--- config.mk ---
export PLATFORM = sky130hd
export DESIGN_NAME = chacha_mem_word_reader
export DESIGN_NICKNAME = d
export VERILOG_FILES = /design/src/rtl/chacha_mem_pkg.sv /design/src/rtl/chacha_word_fifo.sv /design/src/rtl/chacha_mem_word_reader.sv
export SDC_FILE = /design/constraint.sdc
export NUM_CORES = 1
export LEC_CHECK = 0
export CORE_MARGIN = 1.5
export CORE_UTILIZATION = 58
export DETAILED_ROUTE_END_ITERATION = 16
export GPL_TIMING_DRIVEN = 1
export PLACE_DENSITY = 0.77
export SLEW_MARGIN = 0
export SYNTH_ARGS = -nofsm -noshare
export SYNTH_HDL_FRONTEND = slang
export SYNTH_SLANG_ARGS = --single-unit
--- constraint.sdc ---
create_clock -name clk -period 3.8 [get_ports clk]
set_input_delay 0.76 -clock clk [delete_from_list [all_inputs] [get_ports clk]]
set_output_delay 0.76 -clock clk [all_outputs]
set_load 0.05 [all_outputs]
--- src/rtl/chacha_mem_pkg.sv ---
`timescale 1ns/1ps
// Shared constants and types for the ChaCha20 data-memory word reader.
package chacha_mem_pkg;

  // Byte address width of the 16K x 8 on-chip data memory.
  localparam int ADDR_W         = 14;
  localparam int BYTE_W         = 8;
  localparam int WORD_W         = 32;
  localparam int BYTES_PER_WORD = WORD_W / BYTE_W;

  // Transfer sequencing: fetch bytes, then wait for the consumer to drain.
  typedef enum logic [1:0] {
    IDLE  = 2'd0,
    FETCH = 2'd1,
    DRAIN = 2'd2
  } state_t;

endpackage

--- src/rtl/chacha_word_fifo.sv ---
`timescale 1ns/1ps
// Small synchronous first-word-fall-through FIFO for packed words.
// The head entry is visible on pop_data whenever empty is low.
module chacha_word_fifo #(
  parameter int WIDTH = 33,
  parameter int DEPTH = 4
) (
  input  logic                       clk,
  input  logic                       reset_n,
  input  logic                       push,
  input  logic [WIDTH-1:0]           push_data,
  input  logic                       pop,
  output logic [WIDTH-1:0]           pop_data,
  output logic [$clog2(DEPTH):0]     count,
  output logic                       empty
);

  localparam int PTR_W = $clog2(DEPTH);

  logic [WIDTH-1:0] mem [DEPTH];
  logic [PTR_W-1:0] wr_ptr;
  logic [PTR_W-1:0] rd_ptr;
  logic [PTR_W:0]   cnt;
  logic             full;
  logic             do_push;
  logic             do_pop;

  assign empty   = (cnt == '0);
  assign full    = (cnt == (PTR_W+1)'(DEPTH));
  assign do_pop  = pop && !empty;
  // A full FIFO can still accept a word when the head leaves in the same cycle.
  assign do_push = push && (!full || do_pop);

  // Storage array: written at the tail on every accepted push.
  always_ff @(posedge clk or negedge reset_n) begin
    if (!reset_n) begin
      // NOTE: the array is cleared on reset so the visible head word reads 0
      // after reset; it is only DEPTH entries, so this is flops, not a RAM.
      for (int i = 0; i < DEPTH; i++) begin
        mem[i] <= '0;
      end
    end else if (do_push) begin
      // NOTE: every clocked assignment uses <= so all flops update together
      // from pre-edge values, independent of statement order.
      mem[wr_ptr] <= push_data;
    end
  end

  // Head/tail pointers and occupancy count.
  always_ff @(posedge clk or negedge reset_n) begin
    if (!reset_n) begin
      wr_ptr <= '0;
      rd_ptr <= '0;
      cnt    <= '0;
    end else begin
      if (do_push) begin
        wr_ptr <= wr_ptr + PTR_W'(1);
      end
      if (do_pop) begin
        rd_ptr <= rd_ptr + PTR_W'(1);
      end
      case ({do_push, do_pop})
        2'b10:   cnt <= cnt + (PTR_W+1)'(1);
        2'b01:   cnt <= cnt - (PTR_W+1)'(1);
        default: cnt <= cnt;
      endcase
    end
  end

  assign pop_data = mem[rd_ptr];
  assign count    = cnt;

endmodule

--- src/rtl/chacha_mem_word_reader.sv ---
`timescale 1ns/1ps
// Avalon-MM read master: fetches 4*num_words bytes from the 8-bit data
// memory, packs them little-endian into 32-bit words and streams them to the
// ChaCha20 core over a valid/ready interface with a last-word marker.
module chacha_mem_word_reader
  import chacha_mem_pkg::*;
#(
  parameter int NWORDS_W   = 13,
  parameter int MAX_OUT    = 4,
  parameter int FIFO_DEPTH = 4
) (
  input  logic                clk,
  input  logic                reset_n,
  input  logic                start,
  input  logic [ADDR_W-1:0]   base_addr,
  input  logic [NWORDS_W-1:0] num_words,
  output logic                busy,
  output logic                done,
  output logic [ADDR_W-1:0]   avm_address,
  output logic                avm_read,
  input  logic                avm_waitrequest,
  input  logic [7:0]          avm_readdata,
  input  logic                avm_readdatavalid,
  output logic [31:0]         word_data,
  output logic                word_valid,
  input  logic                word_ready,
  output logic                word_last
);

  localparam int BYTES_W  = NWORDS_W + 2;
  localparam int OUT_W    = $clog2(MAX_OUT + 1);
  localparam int FCNT_W   = $clog2(FIFO_DEPTH) + 1;
  localparam int BUF_W    = BYTE_W * (BYTES_PER_WORD - 1);
  localparam int CREDIT_W = $clog2(MAX_OUT + BYTES_PER_WORD * (FIFO_DEPTH + 1));
  localparam int CREDIT_LIMIT = BYTES_PER_WORD * FIFO_DEPTH;

  state_t                state;
  state_t                state_nxt;

  logic [ADDR_W-1:0]     req_addr;
  logic [BYTES_W-1:0]    req_left;
  logic [NWORDS_W-1:0]   last_word_idx;
  logic [NWORDS_W-1:0]   word_idx;
  logic [OUT_W-1:0]      outstanding;
  logic [1:0]            pack_cnt;
  logic [BUF_W-1:0]      pack_buf;
  logic                  done_q;

  logic                  start_xfer;
  logic                  start_empty;
  logic                  issue_ok;
  logic                  req_accept;
  logic                  byte_valid;
  logic                  last_hs;
  logic                  credit_ok;
  logic [CREDIT_W-1:0]   committed;

  logic                  fifo_push;
  logic                  fifo_pop;
  logic                  fifo_empty;
  logic [FCNT_W-1:0]     fifo_cnt;
  logic [WORD_W:0]       fifo_din;
  logic [WORD_W:0]       fifo_dout;

  // start is honoured only in IDLE; a zero-length request just pulses done.
  assign start_xfer  = (state == IDLE) && start && (num_words != '0);
  assign start_empty = (state == IDLE) && start && (num_words == '0);

  // Bytes already promised to the output path: in flight, half-packed, or
  // sitting in the FIFO as whole words. Keeping this below the FIFO capacity
  // guarantees every returned byte has somewhere to go.
  assign committed = CREDIT_W'(outstanding)
                   + CREDIT_W'(pack_cnt)
                   + CREDIT_W'({fifo_cnt, 2'b00});
  assign credit_ok = (committed < CREDIT_W'(CREDIT_LIMIT));

  assign issue_ok   = (state == FETCH) && (req_left != '0)
                   && (outstanding < OUT_W'(MAX_OUT)) && credit_ok;
  assign req_accept = issue_ok && !avm_waitrequest;

  // Returned data with nothing outstanding is a protocol error and is dropped.
  assign byte_valid = avm_readdatavalid && (outstanding != '0);

  assign last_hs = word_valid && word_ready && word_last;

  // State register.
  always_ff @(posedge clk or negedge reset_n) begin
    if (!reset_n) begin
      state <= IDLE;
    end else begin
      state <= state_nxt;
    end
  end

  // Next-state and read-request decode.
  always_comb begin
    // NOTE: defaults first so every path assigns every output; no latches.
    state_nxt = state;
    avm_read  = 1'b0;
    case (state)
      IDLE: begin
        if (start_xfer) begin
          state_nxt = FETCH;
        end
      end
      FETCH: begin
        avm_read = issue_ok;
        if (req_accept && (req_left == BYTES_W'(1))) begin
          state_nxt = DRAIN;
        end
      end
      DRAIN: begin
        if (last_hs) begin
          state_nxt = IDLE;
        end
      end
      default: begin
        state_nxt = IDLE;
      end
    endcase
  end

  // Request address and remaining-byte counter; address holds while stalled.
  always_ff @(posedge clk or negedge reset_n) begin
    if (!reset_n) begin
      req_addr      <= '0;
      req_left      <= '0;
      last_word_idx <= '0;
    end else if (start_xfer) begin
      req_addr      <= base_addr;
      req_left      <= {num_words, 2'b00};
      last_word_idx <= num_words - NWORDS_W'(1);
    end else if (req_accept) begin
      req_addr <= req_addr + ADDR_W'(1);
      req_left <= req_left - BYTES_W'(1);
    end
  end

  // Reads accepted by the memory but not yet answered.
  always_ff @(posedge clk or negedge reset_n) begin
    if (!reset_n) begin
      outstanding <= '0;
    end else begin
      case ({req_accept, byte_valid})
        2'b10:   outstanding <= outstanding + OUT_W'(1);
        2'b01:   outstanding <= outstanding - OUT_W'(1);
        default: outstanding <= outstanding;
      endcase
    end
  end

  // Byte packer: bytes 0..2 are buffered, byte 3 completes the word directly.
  always_ff @(posedge clk or negedge reset_n) begin
    if (!reset_n) begin
      pack_cnt <= '0;
      pack_buf <= '0;
      word_idx <= '0;
    end else if (start_xfer) begin
      pack_cnt <= '0;
      word_idx <= '0;
    end else if (byte_valid) begin
      if (pack_cnt == 2'd3) begin
        pack_cnt <= '0;
        word_idx <= word_idx + NWORDS_W'(1);
      end else begin
        pack_cnt <= pack_cnt + 2'd1;
        pack_buf[{pack_cnt, 3'b000} +: BYTE_W] <= avm_readdata;
      end
    end
  end

  assign fifo_push = byte_valid && (pack_cnt == 2'd3);
  assign fifo_din  = {(word_idx == last_word_idx), avm_readdata, pack_buf};
  assign fifo_pop  = word_valid && word_ready;

  chacha_word_fifo #(
    .WIDTH (WORD_W + 1),
    .DEPTH (FIFO_DEPTH)
  ) u_fifo (
    .clk       (clk),
    .reset_n   (reset_n),
    .push      (fifo_push),
    .push_data (fifo_din),
    .pop       (fifo_pop),
    .pop_data  (fifo_dout),
    .count     (fifo_cnt),
    .empty     (fifo_empty)
  );

  // done pulses the cycle after a zero-length start or the final handshake.
  always_ff @(posedge clk or negedge reset_n) begin
    if (!reset_n) begin
      done_q <= 1'b0;
    end else begin
      done_q <= start_empty || ((state == DRAIN) && last_hs);
    end
  end

  assign busy        = (state != IDLE);
  assign done        = done_q;
  assign avm_address = req_addr;
  assign word_valid  = !fifo_empty;
  assign word_data   = fifo_dout[WORD_W-1:0];
  assign word_last   = fifo_dout[WORD_W];

endmodule

==> flow_summary.ini <==
[synthesis]
synth_warnings = 0
synth_edf_count = 0
synth_flop_cell = dfrtp_1
avgSynthCellArea_um2 = 12.1
yosysTopAreaCellShare_pct = 53.0
synth_area_mm2 = 0.0107
async_reset_ff_share_pct = 100
synth_most_common_cell = dfrtp_1
yosys.area.top_type = dfrtp_1
synth_cell_types = 64
ys_top_cells_by_count = dfrtp_1 (226), mux2_2 (100), nand2_1 (71)
syn_inst = 885
synthesis.nets = 947
ys_ff_latch = 226
ys_seq_area_share_pct = 53.0
synth_area_leaders = dfrtp_1 (53%), mux2_2 (11%), mux4_2 (7.0%)

[critical_path]
end_kind = primary output
cp_max_fo = 25
r2r_start = pack_cnt[0]
timing.rr.end = u_fifo.mem[27]
r2r_cells = 6
critPathRequiredTime_ns = 3.04
cp.arrival_ns = 2.72
startpoint_type = flop
r2r_slack_ns = 0.91
crit_type = flop to primary output

[sta]
finClkSkew_ns = 0.0172
worst_slew_pin_slew_ns = 1.23
layout_min_cycle_time_ns = 3.48
rsz0062_at_grt = no
hold_violations = 0
maxSlewViolCount = 0
fmax_mhz = 287
setup_tns_ns = 0
period_share_pct = 91.7
slew_headroom_pct = 17.4
setup_viol = 0

[clock_tree]
clock_path_buffers = 3
cts.sinks = 226
root_buffer = clkbuf_16
htreeDepth = 1
insertion_delay_ns = 0.52
post-cts-setup-buffers = 0
cts_buffers = 24
cts_tree = done
clk_pin_slew_ns = 0.06

[hold_path]
worstHoldPathType = primary input to async pin

[pwr]
peakVddDrop_uv = 678
combPwrFrac_pct = 36.1
power_density_mw_per_mm2 = 742
p_seq_share_pct = 38.9
leakagePower_nw = 5.70
p_int_mw = 6.04
netSwitchingPower_mw = 3.34
p_clk_share_pct = 25.0
total_power_mw = 9.38
switching_share_pct = 35.6

[floorplan]
fp.dieArea_mm2 = 0.0192
core_area_mm2 = 0.0180
die_x_um = 139
initial_core_util_pct = 59.2
rows = 49
die_y_um = 139
pin_count = 92

[routing]
viasPerCell = 5.75
antenna_left = 0
drc = 0
drtIter0Drc = 334
routed_wl_um = 22200
vias = 7028
dr.pass1.iters = 4
wl_per_cell_um = 18.1

[cells_and_area]
syn_to_final_growth_pct = 18.5
drive_above_1_share_pct = 20.8
num-fill-cells = 1301
antenna_cells = 0
final_cell_area_mm2 = 0.0126
fin_nets = 1038

[global_route]
antenna_found_initial = 1
grt_max_degree = 112
first_global_vias = 7120
grt_pass1_wl_um = 36800
grt_overflow = 0
grt.total_usage_pct = 23.5

[placement]
gp_congestion = 0.805
hpwl_um = 14500
placed_cell_area_mm2 = 0.0118
numPortBuffers = 91

[job]
cap_violations = 0

[status]
status = finished, final reports clean
## per-stage QoR
stage | utilization (%) | instances | setup WS [ns] | hold slack, ns
6_report | 70.2 | 1222 | 0.317 | 0.305
5_1_grt | 70.2 | 1222 | 0.176 | 0.375
4_1_cts | 70.1 | 1222 | 0.0571 | 0.350
3_5_place_dp | 65.7 | 1179 | 0.519 | 0.469
3_3_place_gp | 65.7 | 1179 | 0.596 | 0.460
2_1_floorplan | - | 885 | 0.386 | 0.438
## worst max-delay path by stage
stage	startpoint	endpoint	slack (ns)	depth (start not counted)
3_3_place_gp	num_words[0]	req_left[2]	0.60	9
3_5_place_dp	num_words[0]	req_left[2]	0.52	9
2_1_floorplan	outstanding[2]	avm_read	0.39	4
4_1_cts	outstanding[2]	avm_read	0.06	5
6_report	u_fifo.rd_ptr[0]	word_data[15]	0.32	3
5_1_grt	u_fifo.rd_ptr[0]	word_last	0.18	3
## kinds of logic after synthesis
| logic type | share of synthesized area, % |
|---|---|
| flip-flops | 53.0 |
| multiplexers | 17.8 |
| adder cells (fa/ha/maj) | 2.60 |
| AO/OA/AOI/OAI | 6.27 |
| XOR/XNOR | 5.25 |
| AND/OR/NAND/NOR | 11.3 |
| buffers and inverters | 3.79 |
## power by group through the flow
stage / clock (mW) / sequential (mW) / combinational, mW
6_report: 2.34 / 3.65 / 3.39
5_1_grt: 2.49 / 3.76 / 3.64
3_5_place_dp: 0 / 3.68 / 3.41
4_1_cts: 2.39 / 3.65 / 3.42
3_3_place_gp: 0 / 3.64 / 3.33
2_1_floorplan: 0 / 3.46 / 2.55
## layout by cell type, fill, tap and decap left out, drive strengths merged, types with 4 or more instances in the layout
cell           netlist  routed
a21oi               18      18
a31oi                5       5
and3                 8       8
buf                 26      20
clkbuf              19      33
clkdlybuf4s50        0      89
clkinv               0       4
clkinvlp             0       4
dfrtp              226     226
ha                  19      19
inv                 46      46
mux2               100     100
mux4                33      33
nand2               72      72
nand3               39      39
nand4               13      13
nor2                55      55
nor3b                5       5
nor4                 8       8
nor4b                5       5
o21ai               76      76
xnor2               20      20
xor2                44      44
## flip-flops by register name, indices dropped and copies added (netlist names)
register	cells
pack_buf	24
u_fifo.rd_ptr	2
u_fifo.count	3
word_idx	13
u_fifo.wr_ptr	2
u_fifo.mem	132
outstanding	3
pack_cnt	2
done	1
state	2
req_left	15
last_word_idx	13
avm_address	14
## repair_timing
item	in CTS	in global routing
endpoints found under the setup margin	0	1
resized for setup	0	1
hold endpoints to repair	0	0
hold buffers	0	0
## layer usage
layer  wire length (um)  track usage, %  vias up
met3                857            3.45       19
met2              10800            39.1      144
met5                  0               0        -
li1                   -               -     3292
met4                262            3.89        0
met1              10200            34.0     3573
## area by class of cell
class / instances / area, um^2 / area share, %
Sequential cell: 226 / 5660 / 44.7
Multi-Input combinational cell: 568 / 4630 / 36.6
Tap cell: 229 / 287 / 2.27
Timing Repair Buffer: 110 / 1100 / 8.69
Inverter: 46 / 173 / 1.37
Clock buffer: 33 / 686 / 5.42
Clock inverter: 10 / 118 / 0.930
## critical path: stages, from the launching register on
cell and delay, ns:
dfrtp_2 0.62, buf_12 0.29, mux4_2 0.57, clkdlybuf4s50_1 0.72
Power figures use the tool's default switching activity.
